==> src/rtl/constant_rr_arbiter.sv <==
// constant_rr_arbiter: round-robin sharing of one constant source among NUM_REQ ctrl channels,
// with a one-slot registered output that refills in the same cycle it drains.
module constant_rr_arbiter #(
    parameter int NUM_REQ = 4,
    parameter int DATA_WIDTH = 32,
    parameter longint unsigned CONST_VALUE = 1,
    localparam int IDX_WIDTH = (NUM_REQ > 1) ? $clog2(NUM_REQ) : 1
) (
    input  logic                  clk,
    input  logic                  rst,
    input  logic [NUM_REQ-1:0]    ins_valid,
    output logic [NUM_REQ-1:0]    ins_ready,
    output logic [DATA_WIDTH-1:0] outs,
    output logic [IDX_WIDTH-1:0]  index,
    output logic                  outs_valid,
    input  logic                  outs_ready
);
    typedef enum logic {EMPTY, FULL} state_t;
    state_t state, state_next;
    logic [IDX_WIDTH-1:0] ptr, winner, j;
    logic any, load;

    assign outs = DATA_WIDTH'(CONST_VALUE);
    assign any = |ins_valid;
    assign load = (state == EMPTY) || outs_ready;

    // Scan from the farthest offset down so the nearest valid requester after ptr wins.
    always_comb begin
        winner = '0;
        j = '0;
        for (int k = NUM_REQ - 1; k >= 0; k--) begin
            j = IDX_WIDTH'((int'(ptr) + k) % NUM_REQ);
            if (ins_valid[j]) winner = j;
        end
    end

    always_ff @(posedge clk or posedge rst) begin
        if (rst) begin
            state <= EMPTY;
            ptr   <= '0;
            index <= '0;
        end else begin
            state <= state_next;
            if (load && any) begin
                index <= winner;
                ptr   <= (winner == IDX_WIDTH'(NUM_REQ - 1)) ? '0 : winner + 1'b1;
            end
        end
    end

    always_comb begin
        state_next = load ? (any ? FULL : EMPTY) : state;
    end

    always_comb begin
        outs_valid = (state == FULL);
        ins_ready = (load && !rst) ? ((NUM_REQ'(1) << winner) & ins_valid) : '0;
    end
endmodule

==> config.mk <==
export PLATFORM = sky130hd
export DESIGN_NAME = constant_rr_arbiter
export DESIGN_NICKNAME = d
export VERILOG_FILES = /design/src/rtl/constant_rr_arbiter.sv
export SDC_FILE = /design/constraint.sdc
export NUM_CORES = 1
export LEC_CHECK = 0
export ABC_AREA = 1
export CAP_MARGIN = 20
export CORE_MARGIN = 2
export CORE_UTILIZATION = 40
export CTS_CLUSTER_DIAMETER = 40
export DETAILED_ROUTE_END_ITERATION = 12
export GPL_TIMING_DRIVEN = 0
export PLACE_DENSITY = 0.94
export SETUP_SLACK_MARGIN = 0.15
export SYNTH_ARGS = -nofsm -noshare
export SYNTH_HDL_FRONTEND = slang
export SYNTH_SLANG_ARGS = --single-unit
export TNS_END_PERCENT = 50
==> constraint.sdc <==
create_clock -name clk -period 2.8 [get_ports clk]
set_input_delay 0.56 -clock clk [delete_from_list [all_inputs] [get_ports clk]]
set_output_delay 0.56 -clock clk [all_outputs]
set_load 0.005 [all_outputs]
==> metrics.txt <==
outcome finished, final reports clean; Vias roughly 760; Syn Inst Count between 100 and 150; CP Max Fanout 4; Fin Clk Skew approximately 0.006 ns; Final Cycle Share 92.5%; highest metal used met4; Area growth syn-to-layout 41.0%; crit path DAT just over 2 ns; final hold violations 0; Initial Util between 40% and 50%; Die X between 40 and 50 um; DRC viols 0; CTS sink count 5; Final setup violation count 0; root buffer cell clkbuf_4; Post-Syn Area 763 um2; worst hold start index[0]; total power 0.871 mW; DR pass1 iterations 4; RSZ-0062 raised after global routing no; antenna violations before repair 0; FP Rows 15; WL met2 1120 um; placer congestion estimate roughly 0.83; most common cell after layout, fill and taps aside buf_4; Unique masters post-synth 21; worst hold stages 2; number of global-route vias before repair 754; DIE HEIGHT between 40 and 50 um; R2R Path Start ptr[1]; Final Max Slew Viols 0; reg2reg end ptr[1]; post-DP HPWL 1560 um; met3 WL post-DR approximately 120 um; PortBufs 13; NumNets Final between 150 and 200; Setup CP Type in2out; Starting DRT DRC Count 9; Final Util about three fifths; first-pass GRT wire length 2910 um; most frequent cells in the layout 35 x buf_4, 32 x conb_1, 26 x nand2_1; CP endpoint kind output pin; clk_lat worst skew between 0.2 and 0.3 ns; Post-Route WL ~1900 um; register area share after synthesis between 15 and 20%; vias per cell 3.97; R2R setup slack 0.96 ns; worst min path class reg2reg; Max Freq around 0.39 GHz; total global routing overflow 0; share of cells above drive strength 1 between 40% and 50%; WL/cell 10.1 um; antenna-violating nets left 0; met1 wire length around 660 um; Total GRT Usage approximately 18%; max-cap viol count 0; end of the worst hold path index[0]; min Tclk post-route 2.59 ns; Min Hold Slack between 0.4 and 0.5 ns; Power Density 809 mW/mm2; Worst VDD drop roughly 500 uV; number of synthesized register bits 5; Yosys Warn Count 0; placeable core area around 0.0018 mm2; IO Count 46; Worst EP required roughly 2.2 ns; clock-pin transition on the worst setup and hold timing paths about 0.05 ns; TritonCTS clock tree yes; Syn Area/Cell 6.64 um2; CTS buffer count 3; worst r2r path cells 12; largest net degree at the start of global routing 11; die area 0.00227 mm2; H-tree Lvls 1; ant diodes 0; CTS Buffer Depth 2; crit start category input pin; Pleak roughly 0.67 nW
-- cells in the mapped netlist --
| cell type | count | area share (%) |
|---|---|---|
| ha_1 | 4 | 6.6 |
| buf_6 | 1 | 1.5 |
| buf_4 | 32 | 31 |
| nand2_1 | 27 | 13 |
| inv_2 | 3 | 1.5 |
| o21ai_1 | 2 | 1.3 |
| conb_1 | 2 | 0.98 |
| and2_4 | 1 | 1.1 |
| nand3_2 | 2 | 2.6 |
| a31oi_1 | 1 | 0.82 |
| o21ai_0 | 1 | 0.66 |
| dfrtp_1 | 5 | 16 |
| inv_4 | 1 | 0.82 |
| nor2_1 | 9 | 4.4 |
| inv_1 | 10 | 4.9 |
| nand4_1 | 1 | 0.82 |
| nand3_1 | 4 | 2.6 |
| a21boi_1 | 1 | 0.98 |
| nor2_4 | 1 | 1.5 |
| nor2_2 | 1 | 0.82 |
| nand2_2 | 6 | 4.9 |
-- final cells by class --
type | count | area (um2)
Inverter | 14 | 55.1
Tap cell | 25 | 31.3
Buffer | 33 | 251
Sequential cell | 5 | 125
Clock buffer | 4 | 26.3
Multi-Input combinational cell | 93 | 467
Timing Repair Buffer | 16 | 120
Fill cell | 154 | 688
-- kinds of logic after synthesis --
| group | synth area share, % |
|---|---|
| simple gates | 32.1 |
| buf+inv | 40.2 |
| compound gates | 3.77 |
| flops | 16.4 |
| fa+ha+maj | 6.56 |
| other cells | 0.984 |
-- through the flow --
step                setup TNS, ns  setup slack, ns  std cells  cell area (um2)
floorplan                       0            0.726        145              876
global placement            -1.20           -0.322        183             1040
detailed placement          -1.66           -0.432        183             1040
CTS                             0            0.124        189             1080
global route                    0            0.120        190             1080
finish                          0            0.211        190             1080
-- flip-flops by register name, summed over array words and instances, names as in the netlist --
name	flops
outs_valid	1
index	2
ptr	2
-- critical path, stage by stage --
cell	delay [ns]
dlygate4sd2_1	0.28
inv_2	0.09
nand2_2	0.06
and2_4	0.14
nand2_4	0.06
nand2_2	0.05
inv_2	0.06
nand2_1	0.06
nand2_2	0.08
nand2_4	0.07
inv_1	0.08
ha_1	0.14
nand2_1	0.05
nor2_1	0.12
clkbuf_2	0.12
-- where the power goes --
group	internal [mW]	leakage, nW	switching [mW]
logic	0.280	0.600	0.368
registers	0.104	0.0590	0.0279
clock network	0.0544	0.0150	0.0372
total	0.438	0.674	0.433
-- repair_timing --
action | 4_1_cts | 5_1_grt
setup buffers | 2 | 1
setup endpoints to repair | 4 | 4
gates resized for setup | 21 | 10
hold buffers | 0 | 0
pin swaps | 2 | 1
hold endpoints to repair | 0 | 0
-- worst max path at each step --
stage / start / end / slack, ns / cells past startpoint
6_report: ins_valid[2] / ins_ready[2] / 0.21 / 15
3_5_place_dp: ins_valid[1] / ins_ready[1] / -0.43 / 13
3_3_place_gp: ins_valid[3] / ins_ready[2] / -0.32 / 12
2_1_floorplan: ins_valid[3] / ins_ready[0] / 0.73 / 13
5_1_grt: ins_valid[2] / ins_ready[2] / 0.12 / 15
4_1_cts: ins_valid[3] / ins_ready[1] / 0.12 / 14
-- layer usage --
layer	up-vias	GRT usage, %
met5	-	0
met4	0	6.49
met3	3	2.64
met2	33	38.7
met1	340	17.0
li1	379	-
Power figures use the tool's default switching activity.
